**config.mk**
```make
export PLATFORM = sky130hd
export DESIGN_NAME = vga_timing_gen
export DESIGN_NICKNAME = d
export VERILOG_FILES = /design/src/rtl/vga_timing_gen.sv
export SDC_FILE = /design/constraint.sdc
export NUM_CORES = 1
export LEC_CHECK = 0
export ABC_AREA = 1
export BUFFER_PORTS_ARGS = -buffer_cell sky130_fd_sc_hd__buf_2
export CAP_MARGIN = 20
export CORE_ASPECT_RATIO = 0.9
export CORE_MARGIN = 2
export CORE_UTILIZATION = 32
export CTS_BUF_LIST = sky130_fd_sc_hd__clkbuf_4 sky130_fd_sc_hd__clkbuf_8
export DETAILED_ROUTE_END_ITERATION = 8
export PLACE_DENSITY = 0.64
export SLEW_MARGIN = 20
export SYNTH_ARGS = -nofsm -noshare
export SYNTH_HDL_FRONTEND = slang
export SYNTH_SLANG_ARGS = --single-unit
```
**constraint.sdc**
```tcl
create_clock -name VGAclk -period 1.9 [get_ports VGAclk]
set_input_delay 0.285 -clock VGAclk [delete_from_list [all_inputs] [get_ports VGAclk]]
set_output_delay 0.285 -clock VGAclk [all_outputs]
set_load 0.01 [all_outputs]
```
**src/rtl/vga_timing_gen.sv**
```systemverilog
// rtl/vga_timing_gen.sv - VGA raster counters, region FSMs, sync/blank alignment (optional VGA_TESTPATTERN_EN colour bars)
module vga_timing_gen #(
    parameter int H_ACTIVE      = 640,
    parameter int H_FP          = 16,
    parameter int H_SYNC        = 96,
    parameter int H_BP          = 48,
    parameter int V_ACTIVE      = 480,
    parameter int V_FP          = 10,
    parameter int V_SYNC        = 2,
    parameter int V_BP          = 33,
    parameter int SYNC_ACTIVE   = 0,
    parameter int PIXEL_LATENCY = 1
) (
    input  logic       VGAclk,
    input  logic       rst_n,
    input  logic [3:0] red_in,
    input  logic [3:0] green_in,
    input  logic [3:0] blue_in,
`ifdef VGA_TESTPATTERN_EN
    input  logic       test_sel,
`endif
    output logic [9:0] x,
    output logic [9:0] y,
    output logic       hsync,
    output logic       vsync,
    output logic [3:0] red,
    output logic [3:0] green,
    output logic [3:0] blue,
    output logic       active,
    output logic       frame_start
);

    localparam int H_TOTAL = H_ACTIVE + H_FP + H_SYNC + H_BP;
    localparam int V_TOTAL = V_ACTIVE + V_FP + V_SYNC + V_BP;
    localparam int STAGES  = PIXEL_LATENCY + 1;

    // Last coordinate of each region; the FSMs leave a region on these values.
    localparam logic [9:0] H_A_END = 10'(H_ACTIVE - 1);
    localparam logic [9:0] H_F_END = 10'(H_ACTIVE + H_FP - 1);
    localparam logic [9:0] H_S_END = 10'(H_ACTIVE + H_FP + H_SYNC - 1);
    localparam logic [9:0] H_LAST  = 10'(H_TOTAL - 1);
    localparam logic [9:0] V_A_END = 10'(V_ACTIVE - 1);
    localparam logic [9:0] V_F_END = 10'(V_ACTIVE + V_FP - 1);
    localparam logic [9:0] V_S_END = 10'(V_ACTIVE + V_FP + V_SYNC - 1);
    localparam logic [9:0] V_LAST  = 10'(V_TOTAL - 1);

    localparam logic SYNC_LVL = (SYNC_ACTIVE != 0);

    // Counters are 10 bits wide and every region must be at least one unit long.
    if (H_TOTAL > 1024 || V_TOTAL > 1024) begin : g_bad_total
        $error("vga_timing_gen: H_TOTAL and V_TOTAL must not exceed 1024");
    end
    if (PIXEL_LATENCY < 0 || PIXEL_LATENCY > 4) begin : g_bad_latency
        $error("vga_timing_gen: PIXEL_LATENCY must be within 0..4");
    end
    if (H_ACTIVE < 1 || H_FP < 1 || H_SYNC < 1 || H_BP < 1 ||
        V_ACTIVE < 1 || V_FP < 1 || V_SYNC < 1 || V_BP < 1) begin : g_bad_region
        $error("vga_timing_gen: every raster region must be at least 1 long");
    end

    typedef enum logic [3:0] {
        H_ACT   = 4'b0001,
        H_FRONT = 4'b0010,
        H_SYNCP = 4'b0100,
        H_BACK  = 4'b1000
    } h_state_t;

    typedef enum logic [3:0] {
        V_ACT   = 4'b0001,
        V_FRONT = 4'b0010,
        V_SYNCP = 4'b0100,
        V_BACK  = 4'b1000
    } v_state_t;

    logic [9:0]        r_x;
    logic [9:0]        r_y;
    h_state_t          r_h_state;
    h_state_t          w_h_next;
    v_state_t          r_v_state;
    v_state_t          w_v_next;
    logic              w_h_wrap;
    logic              w_v_wrap;
    logic              w_hs_raw;
    logic              w_vs_raw;
    logic              w_de_raw;
    logic [STAGES-1:0] r_hs_pipe;
    logic [STAGES-1:0] r_vs_pipe;
    logic [STAGES-1:0] r_de_pipe;
    logic [3:0]        r_red;
    logic [3:0]        r_green;
    logic [3:0]        r_blue;
    logic              r_frame_start;
    logic              w_active;
    logic [3:0]        w_red;
    logic [3:0]        w_green;
    logic [3:0]        w_blue;

    assign w_h_wrap = (r_x == H_LAST);
    assign w_v_wrap = (r_y == V_LAST);

    // Raster counters: x every clock, y on each horizontal wrap.
    always_ff @(posedge VGAclk or negedge rst_n) begin
        if (!rst_n) begin
            r_x <= '0;
            r_y <= '0;
        end else begin
            r_x <= w_h_wrap ? 10'd0 : r_x + 10'd1;
            if (w_h_wrap) begin
                r_y <= w_v_wrap ? 10'd0 : r_y + 10'd1;
            end
        end
    end

    // Region state registers; reset lands in the active region matching (0,0).
    always_ff @(posedge VGAclk or negedge rst_n) begin
        if (!rst_n) begin
            r_h_state <= H_ACT;
            r_v_state <= V_ACT;
        end else begin
            r_h_state <= w_h_next;
            r_v_state <= w_v_next;
        end
    end

    // Horizontal region transitions, taken on the last x of each region.
    always_comb begin
        w_h_next = r_h_state;
        case (r_h_state)
            H_ACT:   if (r_x == H_A_END) w_h_next = H_FRONT;
            H_FRONT: if (r_x == H_F_END) w_h_next = H_SYNCP;
            H_SYNCP: if (r_x == H_S_END) w_h_next = H_BACK;
            H_BACK:  if (w_h_wrap)       w_h_next = H_ACT;
            default: w_h_next = H_ACT;
        endcase
    end

    // Vertical region transitions, only evaluated on the horizontal wrap.
    always_comb begin
        w_v_next = r_v_state;
        if (w_h_wrap) begin
            case (r_v_state)
                V_ACT:   if (r_y == V_A_END) w_v_next = V_FRONT;
                V_FRONT: if (r_y == V_F_END) w_v_next = V_SYNCP;
                V_SYNCP: if (r_y == V_S_END) w_v_next = V_BACK;
                V_BACK:  if (w_v_wrap)       w_v_next = V_ACT;
                default: w_v_next = V_ACT;
            endcase
        end
    end

    assign w_hs_raw = (r_h_state == H_SYNCP);
    assign w_vs_raw = (r_v_state == V_SYNCP);
    assign w_de_raw = (r_h_state == H_ACT) && (r_v_state == V_ACT);

    // Delay sync/enable by the colouring latency plus the output register stage.
    always_ff @(posedge VGAclk or negedge rst_n) begin
        if (!rst_n) begin
            r_hs_pipe <= '0;
            r_vs_pipe <= '0;
            r_de_pipe <= '0;
        end else begin
            r_hs_pipe[0] <= w_hs_raw;
            r_vs_pipe[0] <= w_vs_raw;
            r_de_pipe[0] <= w_de_raw;
            for (int i = 1; i < STAGES; i++) begin
                r_hs_pipe[i] <= r_hs_pipe[i-1];
                r_vs_pipe[i] <= r_vs_pipe[i-1];
                r_de_pipe[i] <= r_de_pipe[i-1];
            end
        end
    end

    // Returned colour is captured once, lining it up with the last sync stage.
    always_ff @(posedge VGAclk or negedge rst_n) begin
        if (!rst_n) begin
            r_red   <= '0;
            r_green <= '0;
            r_blue  <= '0;
        end else begin
            r_red   <= red_in;
            r_green <= green_in;
            r_blue  <= blue_in;
        end
    end

    // Frame pulse lands in the cycle where the counters wrap to (0,0).
    always_ff @(posedge VGAclk or negedge rst_n) begin
        if (!rst_n) begin
            r_frame_start <= 1'b0;
        end else begin
            r_frame_start <= w_h_wrap && w_v_wrap;
        end
    end

`ifdef VGA_TESTPATTERN_EN
    localparam int BAR_W = H_ACTIVE / 8;

    logic [2:0] w_bar;
    logic [2:0] r_bar_pipe [STAGES];
    logic       r_test_sel;

    // Bar index from the raw x; it travels down the same delay as sync.
    always_comb begin
        w_bar = 3'd0;
        for (int k = 1; k < 8; k++) begin
            if (r_x >= 10'(k * BAR_W)) w_bar = 3'(k);
        end
    end

    // Bar index delay line and test_sel capture (aligned like red_in).
    always_ff @(posedge VGAclk or negedge rst_n) begin
        if (!rst_n) begin
            for (int i = 0; i < STAGES; i++) r_bar_pipe[i] <= 3'd0;
            r_test_sel <= 1'b0;
        end else begin
            r_bar_pipe[0] <= w_bar;
            for (int i = 1; i < STAGES; i++) r_bar_pipe[i] <= r_bar_pipe[i-1];
            r_test_sel <= test_sel;
        end
    end
`endif

    assign w_active = r_de_pipe[STAGES-1];

    // Output colour: pass-through or bars, always forced to black while blanked.
    always_comb begin
        w_red   = r_red;
        w_green = r_green;
        w_blue  = r_blue;
`ifdef VGA_TESTPATTERN_EN
        // Bar order W,Y,C,G,M,R,B,K decodes to R=~b[1], G=~b[2], B=~b[0].
        if (r_test_sel) begin
            w_red   = {4{~r_bar_pipe[STAGES-1][1]}};
            w_green = {4{~r_bar_pipe[STAGES-1][2]}};
            w_blue  = {4{~r_bar_pipe[STAGES-1][0]}};
        end
`endif
        if (!w_active) begin
            w_red   = 4'h0;
            w_green = 4'h0;
            w_blue  = 4'h0;
        end
    end

    assign x           = r_x;
    assign y           = r_y;
    assign hsync       = r_hs_pipe[STAGES-1] ? SYNC_LVL : ~SYNC_LVL;
    assign vsync       = r_vs_pipe[STAGES-1] ? SYNC_LVL : ~SYNC_LVL;
    assign active      = w_active;
    assign red         = w_red;
    assign green       = w_green;
    assign blue        = w_blue;
    assign frame_start = r_frame_start;

endmodule
```
Word level (Yosys, flattened, before mapping)
Index checks and enable logic that the tools add are counted.
{ "classes": {"n_reduce_logical": 4, "addsub": 2, "eq_ne": 24, "muxes": 17} }
{ "ops": {"columns": ["operator", "count"], "rows": [
  ["== test 10 bit (second input constant)", 5],
  ["two-way mux 4 bit", 11],
  ["case mux 4 bit (4 select lines)", 2],
  ["== test 10 x 9 -> 1 bit (second input constant)", 3],
  ["adder 10 x 1 -> 10 bit (second input constant)", 2],
  ["two-way mux 10 bit", 2],
  ["!= test 2 bit (second input constant)", 6],
  ["== test 4 x 1 -> 1 bit (second input constant)", 2],
  ["== test 4 x 2 -> 1 bit (second input constant)", 2],
  ["== test 4 x 3 -> 1 bit (second input constant)", 2],
  ["== test 4 bit (second input constant)", 2],
  ["AND reduction 5 bit", 1],
  ["!= test 2 x 1 -> 1 bit (second input constant)", 2],
  ["AND reduction 4 bit", 1],
  ["logical AND 1 bit", 2],
  ["two-way mux 1 bit", 2]
]} }
{ "totals": {"ff_bits": 47, "output_inout_bits": 36, "input_bits": 14, "elab_cells": 58} }

Longest topological paths before layout
{ "logic_depth": {"ltp_word": 3, "ltp_mapped": 11, "ltp_nobuf": 11} }

Worst setup path before layout
No wires, ideal clock.
{ "synth_path": {"path_type": "flip-flop to flip-flop", "from": "register r_y[0], in the netlist y[0]", "to": "register r_y[8], in the netlist y[8]", "setup_ns": 0.122, "arrival_time_ns": 1.411, "required_time_ns": 1.778, "setup_slack_ns": 0.367, "n_path_buf": 0, "path_stages_with_launch": 8, "period_less_slack_ns": 1.533, "cell_sequence": "dfrtp_1 ha_1 inv_1 nor3_2 nand2_1 nor2_4 nand3_2 xor2_1"} }
{ "synth_via": {"elab_chain_cells": 2, "word_cells_on_any_way": 3, "classes_between": "add/sub (1); eq/ne (1); mux (1)"} }
{ "synth_rtl": {"columns": ["element", "line", "text"], "rows": [
  ["start: declaration", "76", "logic [9:0] r_y;"],
  ["start signal: assignment", "109", "r_y <= w_v_wrap ? 10'd0 : r_y + 10'd1;"],
  ["adder 10 x 1 -> 10 bit / == test 10 bit (equally long branches)", "109, 99", null],
  ["two-way mux 10 bit (*)", "109", null]
]} }
Every way passes the cells marked *; elsewhere a longest branch is shown, timed or not.
A chain may end at the register's enable or synchronous reset.

Worst setup path in the final report
{ "layout_path": {"from": "register r_y[0], in the netlist y[0]", "to": "register r_v_state[3]"} }
{ "layout_via": {"elab_chain_cells": 3, "word_cells_on_any_way": 9, "classes_between": "eq/ne (8); reduce/logical (1)"} }
{ "layout_rtl": {"columns": ["element", "line", "text"], "rows": [
  ["== test 10 x 9 -> 1 bit, or another cell as far along", "143", "V_FRONT: if (r_y == V_F_END) w_v_next = V_SYNCP;"],
  ["!= test 2 bit (no line) / != test 2 x 1 -> 1 bit (equally long branches)", null, null],
  ["AND reduction 5 bit (no line) (*)", null, null],
  ["end signal: assignment", "121", "r_v_state <= w_v_next;"],
  ["end: declaration", "79", "v_state_t r_v_state;"]
]} }
Marks and branches as above.

==> metrics.md <==
| Metric | Value |
|---|---|
| Global Route Usage Sum | `12.75%` |
| Die H | `83.90 um` |
| Fin crit period | `1735 ps` |
| Area after DPL | `0.002645 sq mm` |
| Root Buffer | `clkbuf_8` |
| CP Max Fanout | `8` |
| CORE AREA | `0.006967 sq mm` |
| # fillers | `727` |
| Vias in the first global route | `1,758` |
| WL per Instance | `11.26 um` |
| Share of cells above drive strength 1 | `24.24%` |
| RSZ-0062 raised after global routing | `no` |
| DP HPWL | `3523 um` |
| Most common cell after layout, fill and taps aside | `nand2_1` |
| Origin of the critical flop-to-flop path | `y[0]$_DFFE_PN0N_` |
| Chip width | `92.78 um` |
| Fin util | `39.92%` |
| H-tree depth | `2` |
| CTS tree | `yes` |
| FF-to-FF End | `r_v_state[3]$_DFFE_PN0P_` |
| Final Hold Vio Count | `0` |
| Syn nets | `290` |
| Hold Startpoint | `blue_in[0]` |
| Placed cell count | `414` |
| Initial Util | `32.58%` |
| Top post-synthesis cells by area | `dfrtp_1 50%, nand2_1 12%, inv_1 7.6%` |
| Synth top area share | `49.61%` |
| Crit end category | `flip-flop` |
| DRT Wirelength | `4765 um` |
| Lkg Pwr | `1.523 nW` |
| Maxcap violations | `0` |
| Final #Nets | `347` |
| Final period util | `91.30%` |
| Cell Area, Synth | `0.002270 sq mm` |
| Clock Path Buffers | `2` |
| Non-filler cells, final | `423` |
| Crit path DAT | `1940 ps` |
| Largest net degree at the start of global routing | `48` |
| Slew Viols, Final | `0` |
| Row count | `29` |
| Port buffer count | `49` |
| Reg2reg setup slack | `170 ps` |
| Cell variety after synth | `28` |
| Worst EP required | `2100 ps` |
| Area growth from synthesis to layout | `22.55%` |
| Hold crit path type | `in -> reg` |
| DRC viols | `0` |
| Finished Cell Area | `0.002781 sq mm` |
| Worst Skew | `5.637 ps` |
| Mean post-synth cell area | `8.344 sq um` |
| Initial drt markers | `69` |
| Total of warnings raised by yosys | `0` |
| Status | `complete, no violations` |
| Yosys reg bits | `47` |
| Max-slew headroom | `73.59%` |
| Clock transition at path regs | `90 ps` |
| Cells after Synth | `272` |
| Area of the multi-input gates | `880.8 sq um` |
| Worst slew pin tran | `393.1 ps` |
| F_max | `0.5765 GHz` |
| Setup violators final | `0` |
| Setup TNS | `0 ps` |
| PD cells | `655.7 mW/mm^2` |
| Die area | `0.007783 sq mm` |
| Final ANT Viol Nets | `0` |
| Worst skew pair latency | `310 ps` |
| VDD IR max | `0.3356 mV` |
| CP Class | `reg -> reg` |
| CTS sink cnt | `47` |
| Via/cell ratio | `4.546` |
| Register area | `0.001180 sq mm` |
| Cell accounting for the most synthesized area | `dfrtp_1` |
| First-pass GRT wire length | `8038 um` |
| Initial antenna violation count | `0` |
| Startpoint Class | `flip-flop` |
| Boundary pin count | `50` |
| Antenna diodes | `0` |
| Hold depth | `1` |
| Post-synthesis sequential area ratio | `51.93%` |
| Drt pass-1 iters | `4` |
| Num CTS Buffers | `5` |
| Worst reg-to-reg path cell count | `11` |
| Hold EP | `r_blue[0]$_DFF_PN0_` |
| GRT overflow | `0` |
| RD Place Congestion | `0.9232` |
| Vias | `1,923` |
| Most frequent cells in the layout | `70 x nand2_1, 49 x buf_2, 46 x inv_1, 44 x dfrtp_1, 24 x nor2_1` |
-- metal layers --
metal  wire [um]  vias to the layer above  track usage (%)
li1            -                      965                -
met1        2246                      877            17.56
met2        2122                       73            19.70
met3         326                        8            2.981
met4          70                        0            4.412
met5           0                        -                0
-- power by group --
part	switching (mW)	internal (mW)
Clock	0.345	0.426
Combinational	0.0223	0.0149
Sequential	0.00300	1.01
-- final cells by class --
cell class	count	area share, %
repair buffers	55	10.98
multi-input cells	172	31.67
flip-flops and latches	47	42.42
inverters	48	6.523
clock inverters	2	1.260
clock buffers	6	2.969
well taps	93	4.184
-- stage by stage --
stage | worst slack, ps | power, mW | hold slack [ps]
final | 165.4 | 1.824 | 80.18
after global placement | 216.8 | 1.073 | 289.8
after detailed placement | 77.14 | 1.074 | 287.8
after floorplan | 367.4 | 1.035 | -10.59
after CTS | 57.83 | 1.854 | 74.25
after global routing | 16.40 | 1.893 | 67.85
-- cells in the mapped netlist --
master,number
nand2_1,70
inv_1,46
dfrtp_1,45
nor2_1,24
nand3_1,16
nor3_1,12
o21ai_0,9
a21oi_1,8
nand4_1,7
xor2_1,5
ha_1,4
nor2_4,3
nor3_2,3
buf_2,2
buf_6,2
dfstp_2,2
nand3_2,2
nor2_2,2
a211oi_1,1
a22oi_2,1
and2_1,1
clkbuf_1,1
clkinv_2,1
inv_2,1
nand2_2,1
nor3_4,1
nor3b_1,1
o21ai_1,1
-- what timing repair did --
| item | CTS | global route |
|---|---|---|
| endpoints found under the setup margin | 0 | 7 |
| hold endpoints to repair | 45 | 0 |
| setup buffers | 0 | 0 |
| resized for setup | 0 | 2 |
| hold buffers | 1 | 0 |
-- cells by family after synthesis --
family / after synthesis / share of synthesized area (%)
flip-flops: 47 / 51.93
buffers and inverters: 53 / 9.592
adder cells (fa/ha/maj): 4 / 2.205
AO/OA/AOI/OAI: 20 / 4.851
AND/OR/NAND/NOR: 143 / 29.49
XOR/XNOR: 5 / 1.929
-- critical path: stages, from the launching register on --
cell,delay [ps]
dfrtp_2,480
inv_1,110
ha_1,210
nand2_1,70
nor2_1,90
nand3_1,170
nand2_1,120
nand2_1,60
nor2_1,80
nand2_1,110
nand2_1,80
nand2_1,40
-- worst max path at each step --
stage | cells past startpoint | slack, ps | endpoint | start
floorplan | 7 | 370 | y[8]$_DFFE_PN0N_ | y[0]$_DFFE_PN0N_
global placement | 9 | 220 | r_h_state[2]$_DFFE_PN0P_ | x[0]$_DFF_PN0_
detailed placement | 7 | 80 | y[2]$_DFFE_PN0N_ | x[0]$_DFF_PN0_
CTS | 7 | 60 | y[2]$_DFFE_PN0N_ | x[0]$_DFF_PN0_
global route | 11 | 20 | r_v_state[3]$_DFFE_PN0P_ | y[1]$_DFFE_PN0N_
finish | 11 | 170 | r_v_state[3]$_DFFE_PN0P_ | y[0]$_DFFE_PN0N_
-- sequential cells by signal (all words and copies together) (netlist names) --
name         count
r_red            4
r_blue           4
y               10
r_green          4
r_v_state        4
frame_start      1
x               10
r_hs_pipe        2
r_h_state        4
r_de_pipe        2
r_vs_pipe        2
Note: power is estimated with default switching activity, not from simulation.
